===== config.mk =====
export PLATFORM = sky130hd
export DESIGN_NAME = uart_rx
export DESIGN_NICKNAME = d
export VERILOG_FILES = /design/src/rtl/uart_pkg.sv /design/src/rtl/uart_baud_gen.sv /design/src/rtl/uart_rx.sv
export SDC_FILE = /design/constraint.sdc
export NUM_CORES = 1
export LEC_CHECK = 0
export CORE_MARGIN = 1
export CORE_UTILIZATION = 30
export CTS_CLUSTER_DIAMETER = 200
export DETAILED_ROUTE_END_ITERATION = 10
export GPL_TIMING_DRIVEN = 0
export PLACE_DENSITY = 0.58
export SYNTH_ARGS = -nofsm -noshare
export SYNTH_HDL_FRONTEND = slang
export SYNTH_SLANG_ARGS = --single-unit

===== constraint.sdc =====
create_clock -name clk_in -period 2.5 [get_ports clk_in]
set_input_delay 0.5 -clock clk_in [delete_from_list [all_inputs] [get_ports clk_in]]
set_output_delay 0.5 -clock clk_in [all_outputs]
set_load 0.01 [all_outputs]

===== src/rtl/uart_pkg.sv =====
// Shared UART definitions: receiver state encoding, oversampling constants
// and the baud divider calculation, common to the RX and TX sides.
package uart_pkg;

    typedef enum logic [2:0] {
        IDLE      = 3'd0,
        START     = 3'd1,
        DATA      = 3'd2,
        STOP      = 3'd3,
        WAIT_IDLE = 3'd4
    } rx_state_t;

    localparam int OVERSAMPLE = 16;
    localparam int SAMPLE_LO  = 7;
    localparam int SAMPLE_HI  = 9;

    function automatic int calc_div(input int clk_hz, input int baud);
        return clk_hz / (baud * OVERSAMPLE);
    endfunction

endpackage


===== src/rtl/uart_baud_gen.sv =====
// Oversample tick generator: counts 0..DIV-1 and pulses tick_o on the last
// count. A synchronous clear holds the phase at zero.
module uart_baud_gen #(
    parameter int DIV = 1
) (
    input  logic clk_in,
    input  logic rst_n,
    input  logic clr_i,
    output logic tick_o
);

    localparam int CW = (DIV > 1) ? $clog2(DIV) : 1;
    localparam logic [CW-1:0] LAST = CW'(DIV - 1);

    logic [CW-1:0] cnt_q, cnt_d;

    always_comb begin
        cnt_d  = cnt_q + 1'b1;
        tick_o = 1'b0;
        if (clr_i) begin
            cnt_d = '0;
        end else if (cnt_q == LAST) begin
            cnt_d  = '0;
            tick_o = 1'b1;
        end
    end

    always_ff @(posedge clk_in or negedge rst_n) begin
        if (!rst_n) begin
            cnt_q <= '0;
        end else begin
            cnt_q <= cnt_d;
        end
    end

endmodule


===== src/rtl/uart_rx.sv =====
// 8N1 UART receiver: 2-FF input synchroniser, 16x oversampling with 3-sample
// majority vote, single-entry ready/valid holding register.
module uart_rx
    import uart_pkg::*;
#(
    parameter int CLK_FREQ_HZ = 100_000_000,
    parameter int BAUD        = 115200,
    parameter int DIV         = calc_div(CLK_FREQ_HZ, BAUD)
) (
    input  logic       clk_in,
    input  logic       rst_n,
    input  logic       rx_in,
    output logic [7:0] m_data,
    output logic       m_valid,
    input  logic       m_ready,
    output logic       frame_err,
    output logic       overrun,
    output logic       busy
);

    generate
        if (DIV < 1) begin : g_div_chk
            $error("uart_rx: DIV must be at least 1");
        end
    endgenerate

    localparam logic [3:0] SC_LO   = 4'(SAMPLE_LO);
    localparam logic [3:0] SC_MID  = 4'(SAMPLE_LO + 1);
    localparam logic [3:0] SC_HI   = 4'(SAMPLE_HI);
    localparam logic [3:0] SC_LAST = 4'(OVERSAMPLE - 1);

    logic [1:0] sync_q;
    logic       rx_s;
    logic       tick;

    rx_state_t  state_q, state_d;
    logic [3:0] sc_q, sc_d;
    logic [2:0] bit_q, bit_d;
    logic [1:0] samp_q, samp_d;
    logic [7:0] shift_q, shift_d;
    logic [7:0] data_q, data_d;
    logic       valid_q, valid_d;
    logic       ferr_q, ferr_d;
    logic       ovr_q, ovr_d;
    logic       busy_q, busy_d;
    logic       maj;
    logic       mid_tick;
    logic       last_tick;
    logic       commit;

    assign rx_s = sync_q[1];

    uart_baud_gen #(
        .DIV(DIV)
    ) u_baud (
        .clk_in(clk_in),
        .rst_n (rst_n),
        .clr_i (state_q == IDLE),
        .tick_o(tick)
    );

    // Majority of the sc=7/8 captures and the live sample at sc=9.
    assign maj       = (samp_q[0] & samp_q[1]) | (samp_q[0] & rx_s) | (samp_q[1] & rx_s);
    assign mid_tick  = tick && (sc_q == SC_HI);
    assign last_tick = tick && (sc_q == SC_LAST);

    always_comb begin
        state_d = state_q;
        sc_d    = sc_q;
        bit_d   = bit_q;
        samp_d  = samp_q;
        shift_d = shift_q;
        commit  = 1'b0;
        ferr_d  = 1'b0;

        if (tick && (state_q != IDLE) && (state_q != WAIT_IDLE)) begin
            sc_d = sc_q + 4'd1;
            if (sc_q == SC_LO) begin
                samp_d[0] = rx_s;
            end
            if (sc_q == SC_MID) begin
                samp_d[1] = rx_s;
            end
        end

        case (state_q)
            IDLE: begin
                sc_d  = '0;
                bit_d = '0;
                if (!rx_s) begin
                    state_d = START;
                end
            end
            START: begin
                if (mid_tick && maj) begin
                    state_d = IDLE;
                end else if (last_tick) begin
                    state_d = DATA;
                end
            end
            DATA: begin
                if (mid_tick) begin
                    shift_d = {maj, shift_q[7:1]};
                end
                if (last_tick) begin
                    if (bit_q == 3'd7) begin
                        state_d = STOP;
                    end else begin
                        bit_d = bit_q + 3'd1;
                    end
                end
            end
            STOP: begin
                // Leave at mid-stop so a back-to-back start bit is not missed.
                if (mid_tick) begin
                    if (maj) begin
                        commit  = 1'b1;
                        state_d = IDLE;
                    end else begin
                        ferr_d  = 1'b1;
                        state_d = WAIT_IDLE;
                    end
                end
            end
            WAIT_IDLE: begin
                if (rx_s) begin
                    state_d = IDLE;
                end
            end
            default: begin
                state_d = IDLE;
            end
        endcase
    end

    always_comb begin
        data_d  = data_q;
        valid_d = valid_q;
        ovr_d   = 1'b0;
        if (valid_q && m_ready) begin
            valid_d = 1'b0;
        end
        if (commit) begin
            if (!valid_q || m_ready) begin
                data_d  = shift_q;
                valid_d = 1'b1;
            end else begin
                ovr_d = 1'b1;
            end
        end
        busy_d = (state_d != IDLE);
    end

    always_ff @(posedge clk_in or negedge rst_n) begin
        if (!rst_n) begin
            sync_q  <= 2'b11;
            state_q <= IDLE;
            sc_q    <= '0;
            bit_q   <= '0;
            samp_q  <= '0;
            shift_q <= '0;
            data_q  <= '0;
            valid_q <= 1'b0;
            ferr_q  <= 1'b0;
            ovr_q   <= 1'b0;
            busy_q  <= 1'b0;
        end else begin
            sync_q  <= {sync_q[0], rx_in};
            state_q <= state_d;
            sc_q    <= sc_d;
            bit_q   <= bit_d;
            samp_q  <= samp_d;
            shift_q <= shift_d;
            data_q  <= data_d;
            valid_q <= valid_d;
            ferr_q  <= ferr_d;
            ovr_q   <= ovr_d;
            busy_q  <= busy_d;
        end
    end

    assign m_data    = data_q;
    assign m_valid   = valid_q;
    assign frame_err = ferr_q;
    assign overrun   = ovr_q;
    assign busy      = busy_q;

endmodule


==> results of run 1 <==
==> placed cells by master, fill, tap and decap left out, types with 2 or more instances in the layout <==
cell type        netlist  final
or3_1                  3      3
nand4_1                2      2
clkbuf_1               1      2
inv_1                  6      6
mux2_2                17     17
ha_1                   7      7
xor2_1                 2      2
nand3_1                8      8
clkdlybuf4s50_1        0     14
dfstp_2                2      2
nand2_1                9      9
and4b_1                2      2
nor2b_1                4      4
a21oi_1                2      2
dfrtp_1               38     38
clkbuf_8               0      5
xnor2_1                4      4
o21ai_0                5      5
nor2_1                13     13
nor4_1                 2      2
nor3_1                 3      3
o211ai_1               3      3
buf_2                  3      4
a21o_1                 3      3
==> registers in the layout (all words and copies together), names as in the netlist <==
register,flops
samp_q,2
frame_err,1
m_valid,1
overrun,1
u_baud.cnt_q,6
bit_q,3
state_q,3
sc_q,4
shift_q,8
m_data,8
busy,1
sync_q,2
==> metal layers <==
metal | vias up | wire (microns) | global-route usage (%)
met5 | - | 0 | 0
met4 | 0 | 51 | 4.82
met3 | 5 | 77 | 3.03
met2 | 16 | 1390 | 16.1
met1 | 604 | 1640 | 16.0
li1 | 609 | - | -
==> report_power, final <==
group / total, mW / internal, mW / switching (mW)
logic: 0.0201 / 0.00694 / 0.0131
registers: 0.651 / 0.649 / 0.00117
clock network: 0.520 / 0.296 / 0.224
==> kinds of logic (layout without fill, tap and decap cells) <==
group | after synthesis | after routing | share of synthesized area [%]
xor+xnor | 6 | 6 | 2.82
mux | 19 | 19 | 11.4
simple gates | 57 | 57 | 18.3
flops | 40 | 40 | 53.8
fa+ha+maj | 7 | 7 | 4.70
buf+inv | 11 | 35 | 2.62
compound gates | 18 | 18 | 6.38
==> cells in the mapped netlist, types with 3 or more instances <==
| cell | n | area share [%] |
|---|---|---|
| dfrtp_1 | 38 | 51 |
| mux2_2 | 17 | 10 |
| nor2_1 | 13 | 2.6 |
| nand2_1 | 9 | 1.8 |
| nand3_1 | 8 | 2.1 |
| ha_1 | 7 | 4.7 |
| inv_1 | 6 | 1.2 |
| o21ai_0 | 5 | 1.3 |
| nor2b_1 | 4 | 1.3 |
| xnor2_1 | 4 | 1.9 |
| a21o_1 | 3 | 1.2 |
| buf_2 | 3 | 0.81 |
| nor3_1 | 3 | 0.81 |
| o211ai_1 | 3 | 1.2 |
| or3_1 | 3 | 1.0 |
==> area by class of cell <==
class / instances / area, sq um / area share [%]
buffer: 5 / 26.3 / 1.18
clock buffer: 6 / 72.6 / 3.25
clock inverter: 2 / 35.0 / 1.57
inverter: 6 / 22.5 / 1.01
multi-input combinational: 107 / 812 / 36.4
sequential: 40 / 1000 / 45.0
tap: 75 / 93.8 / 4.21
timing repair buffer: 16 / 165 / 7.40
==> worst register-to-register path, stage by stage, from the launching register on <==
cell and delay [ns]:
dfrtp_1 0.42, inv_1 0.09, ha_1 0.13, and4b_1 0.30, nand2_2 0.15, nor4_4 0.53
mux2_2 0.41
==> worst max path at each step <==
stage	startpoint	to	slack, ns	cells after the start
after floorplan	u_baud.cnt_q[1]	samp_q[0]	0.60	7
after global placement	rst_n	u_baud.cnt_q[3]	-0.1	1
after detailed placement	sc_q[1]	m_data[5]	0.34	6
after CTS	sc_q[1]	m_data[5]	0.33	6
after global routing	sc_q[1]	m_data[5]	0.22	6
final	sc_q[1]	m_data[5]	0.34	6
==> per-stage QoR <==
stage	area, sq um	instances	worst slack [ns]	setup TNS, ns
final	2230	257	0.344	0
after global routing	2230	257	0.218	0
after CTS	2230	257	0.328	0
after detailed placement	2120	249	0.340	0
after global placement	2110	248	-0.0983	-3.64
after floorplan	1860	158	0.599	0
==> summary.md, run 1 <==
| Metric | Value |
|---|---|
| Critical path arrival | `2.32 ns` |
| Vias per std cell | `4.80` |
| Final WL | `3.16 mm` |
| P_leak | `0.988 nW` |
| Period utilization | `86.2%` |
| Slew @ Worst Pin | `0.604 ns` |
| Root buf cell | `clkbuf_8` |
| Util after Layout | `37.5%` |
| Syn Area/Cell | `11.8 sq um` |
| WP buf/inv | `1` |
| Net total in the final layout | `192` |
| CTS Hold Buffers Added | `0` |
| Worst EP required | `2.67 ns` |
| Drc violations | `0` |
| Cell with the largest stage delay on the worst path | `nor4_4` |
| Worst R2R Setup Slack | `0.34 ns` |
| Register-to-Register Path Depth | `6` |
| Detailed Place HPWL | `2.33 mm` |
| Vias in the first global route | `1181` |
| Clk slew on worst S/H paths | `0.08 ns` |
| WL/cell | `12.3 microns` |
| Die width | `80.8 microns` |
| Reg2reg end | `m_data[5]` |
| Synth Net Count | `169` |
| Slew HR | `59.3%` |
| Die Ht | `80.8 microns` |
| Min-delay worst type | `in -> async` |
| Critical Path Source Type | `flip-flop` |
| YS warnings | `0` |
| Share of cells above drive strength 1 | `19.8%` |
| Remaining antenna violation count after routing | `0` |
| Clock Skew | `0.00914 ns` |
| Filler cell count | `596` |
| Peak VDD IR | `278 uV` |
| Number of synthesized flops with an enable pin | `0` |
| Post-Syn Area | `0.00186 sq mm` |
| Grt ovf | `0` |
| Site row count | `28` |
| Final min period | `2.16 ns` |
| CORE AREA | `0.00596 sq mm` |
| Crit path kind | `reg -> reg` |
| 1st-iter DRT viols | `95` |
| Crit-path max cell delay | `0.53 ns` |
| Synth cell types | `41` |
| Post-CTS Setup Bufs | `0` |
| IO Port Bufs | `15` |
| Pwr Total | `1.19 mW` |
| Num CTS Buffers | `5` |
| TritonCTS clock tree | `yes` |
| RSZ-0062 raised after global routing | `no` |
| Cell family with most CP delay | `simple AND/OR/NAND/NOR gates` |
| Number of I/O pins | `16` |
| Max-Cap Viols | `0` |
| Post-CTS resize count | `0` |
| H-Tree Level Count | `2` |
| Global-route usage over all layers | `11.3%` |
| Ys flop type | `dfrtp_1` |
| FMAX | `464 MHz` |
| Vias | `1234` |
| Cells after synthesis | `158` |
| # clock sinks | `40` |
| Setup crit end kind | `flip-flop` |
| Clock insertion delay at the later pin of the skew report | `0.29 ns` |
| Sequential area share after synthesis | `53.8%` |
| Max clock buf depth | `2` |
| Worst r2r src | `sc_q[1]` |
| Status | `completed` |
| Crit-path cells | `inv_1, ha_1, and4b_1, nand2_2, nor4_4, mux2_2` |
| CP Max Fanout | `8` |
| Final hold vios | `0` |
| First-pass GRT wire length | `5.64 mm` |
| Pin count of the biggest net entering global routing | `28` |
| Count of pins over their slew limit | `0` |
| Die area | `0.00653 sq mm` |
| Initial antenna violation count | `0` |
| Final hold slack | `0.0993 ns` |
| GP Congestion | `0.783` |
| Cell Pwr Density | `534 mW/mm^2` |
| Layout Area Growth over Synthesis | `19.7%` |
| Final setup fails | `0` |
| Post-synth ARST share | `100%` |
| Starting Density | `31.3%` |
| ANT cells | `0` |
| Drt first pass iters | `4` |
| Yosys reg bits | `40` |
Note: power is estimated with default switching activity, not from simulation.
==> run 2, diff against run 1 <==
CAP_MARGIN = 40   (was unset)
==> run 2 against run 1 <==
Effect of this change: register-to-register slack got worse by 0.02 ns; sequential power barely moved; core utilization fell by 0.50 points; critical endpoint unchanged; largest cell class unchanged.
==> summary.md, run 2 (synthesis gave the netlist of run 1 again) <==
| Metric | Value |
|---|---|
| Status | `completed` |
| Worst EP required | `2.67 ns` |
| Max clock buf depth | `2` |
| Clk slew on worst S/H paths | `0.08 ns` |
| Placement Cell Area | `0.00212 sq mm` |
| Slew @ Worst Pin | `0.585 ns` |
| TritonCTS clock tree | `yes` |
| Max-Cap Viols | `0` |
| # clock sinks | `40` |
| CP Max Fanout | `8` |
| Most common cell after layout, fill and taps aside | `dfrtp_1` |
| Post-CTS Setup Bufs | `0` |
| 1st-iter DRT viols | `77` |
| Global-route usage over all layers | `11.1%` |
| Final WL | `3.18 mm` |
| Initial antenna violation count | `0` |
| Final setup fails | `0` |
| Die width | `80.8 microns` |
| Design area | `0.00220 sq mm` |
| Final min period | `2.17 ns` |
| Drt first pass iters | `4` |
| First-pass GRT wire length | `5.55 mm` |
| Post-CTS resize count | `0` |
| RSZ-0062 raised after global routing | `no` |
| Num CTS Buffers | `5` |
| Drc violations | `0` |
| Most frequent cells in the layout | `dfrtp_1, mux2_2, clkdlybuf4s50_1` |
| Pin count of the biggest net entering global routing | `28` |
| Root buf cell | `clkbuf_8` |
| Setup crit end kind | `flip-flop` |
| Crit-path cells | `inv_1, ha_1, and4b_1, nand2_2, nor4_4, mux2_2` |
| FMAX | `460 MHz` |
| Peak VDD IR | `258 uV` |
| Slew HR | `60.6%` |
| Setup_tns | `0 ns` |
| Filler cell count | `616` |
| Cell Pwr Density | `489 mW/mm^2` |
| Critical path arrival | `2.35 ns` |
| H-Tree Level Count | `2` |
| IO Port Bufs | `15` |
| Crit-path max cell delay | `0.53 ns` |
| Vias per std cell | `4.77` |
| Clock Skew | `0.00421 ns` |
| Place WS | `0.318 ns` |
| Period utilization | `86.9%` |
| Crit path kind | `reg -> reg` |
| Vias in the first global route | `1182` |
| GP Congestion | `0.783` |
| Layout Area Growth over Synthesis | `18.1%` |
| CORE AREA | `0.00596 sq mm` |
| Final hold vios | `0` |
| CTS Hold Buffers Added | `0` |
| Detailed Place HPWL | `2.34 mm` |
| Cell with the largest stage delay on the worst path | `nor4_4` |
| Net total in the final layout | `192` |
| Min-delay worst type | `in -> async` |
| Count of pins over their slew limit | `0` |
| Number of I/O pins | `16` |
| Final Non-Filler Cells | `256` |
| Final worst slack | `0.327 ns` |
| Vias | `1220` |
| Clock insertion delay at the later pin of the skew report | `0.29 ns` |
| Grt ovf | `0` |
| Die area | `0.00653 sq mm` |
| Site row count | `28` |
| Die Ht | `80.8 microns` |
| Placed Instances | `249` |
| P_leak | `0.974 nW` |
| WL/cell | `12.4 microns` |
| Starting Density | `31.3%` |
| Share of cells above drive strength 1 | `19.3%` |
| ANT cells | `0` |
| Remaining antenna violation count after routing | `0` |
| Critical Path Source Type | `flip-flop` |
[run 2: layout make-up]
| type | count | area (sq um) | share of cell area [%] |
|---|---|---|---|
| Multi-Input combinational cell | 107 | 812 | 36.9 |
| Clock buffer | 6 | 72.6 | 3.30 |
| Tap cell | 75 | 93.8 | 4.26 |
| Sequential cell | 40 | 1000 | 45.6 |
| Timing Repair Buffer | 16 | 165 | 7.50 |
| Inverter | 6 | 22.5 | 1.02 |
| Buffer | 5 | 26.3 | 1.19 |
| Clock inverter | 1 | 5.00 | 0.227 |
[run 2: per-layer routing]
metal	routed length (microns)	GRT usage, %	vias up
met5	0	0	-
met4	70	5.36	0
met3	85	3.03	8
met2	1360	15.8	14
met1	1660	15.5	588
li1	-	-	610
[run 2: final timing paths]
path	startpoint	cells after the start	endpoint	slack, ns
max in group asynchronous	rst_n	2	sync_q[0]	1.88
worst max-delay path	sc_q[1]	6	m_data[5]	0.33
worst min register to register	sync_q[0]	0	sync_q[1]	0.36
min in group clk_in	sync_q[0]	0	sync_q[1]	0.36
worst max register to register	sc_q[1]	6	m_data[5]	0.33
worst min-delay path	rst_n	1	m_valid	0.1
[run 2: stage by stage]
stage / util, % / power [mW] / hold WS, ns
final: 37.0 / 1.08 / 0.0991
after global placement: 35.4 / 0.682 / 0.346
after global routing: 37.0 / 1.12 / 0.113
after detailed placement: 35.7 / 0.685 / 0.352
after CTS: 37.0 / 1.09 / 0.107
after floorplan: - / 0.664 / 0.204
[run 2: where the power goes]
part / switching (mW) / internal, mW
clock network: 0.216 / 0.190
registers: 0.00119 / 0.650
logic: 0.0131 / 0.00694
[run 2: critical path, delay by kind of cell (launching register included)]
kind,cells,cell delay (ns)
fa+ha+maj,1,0.14
mux,1,0.41
simple gates,3,0.99
buf+inv,1,0.10
flops,1,0.42
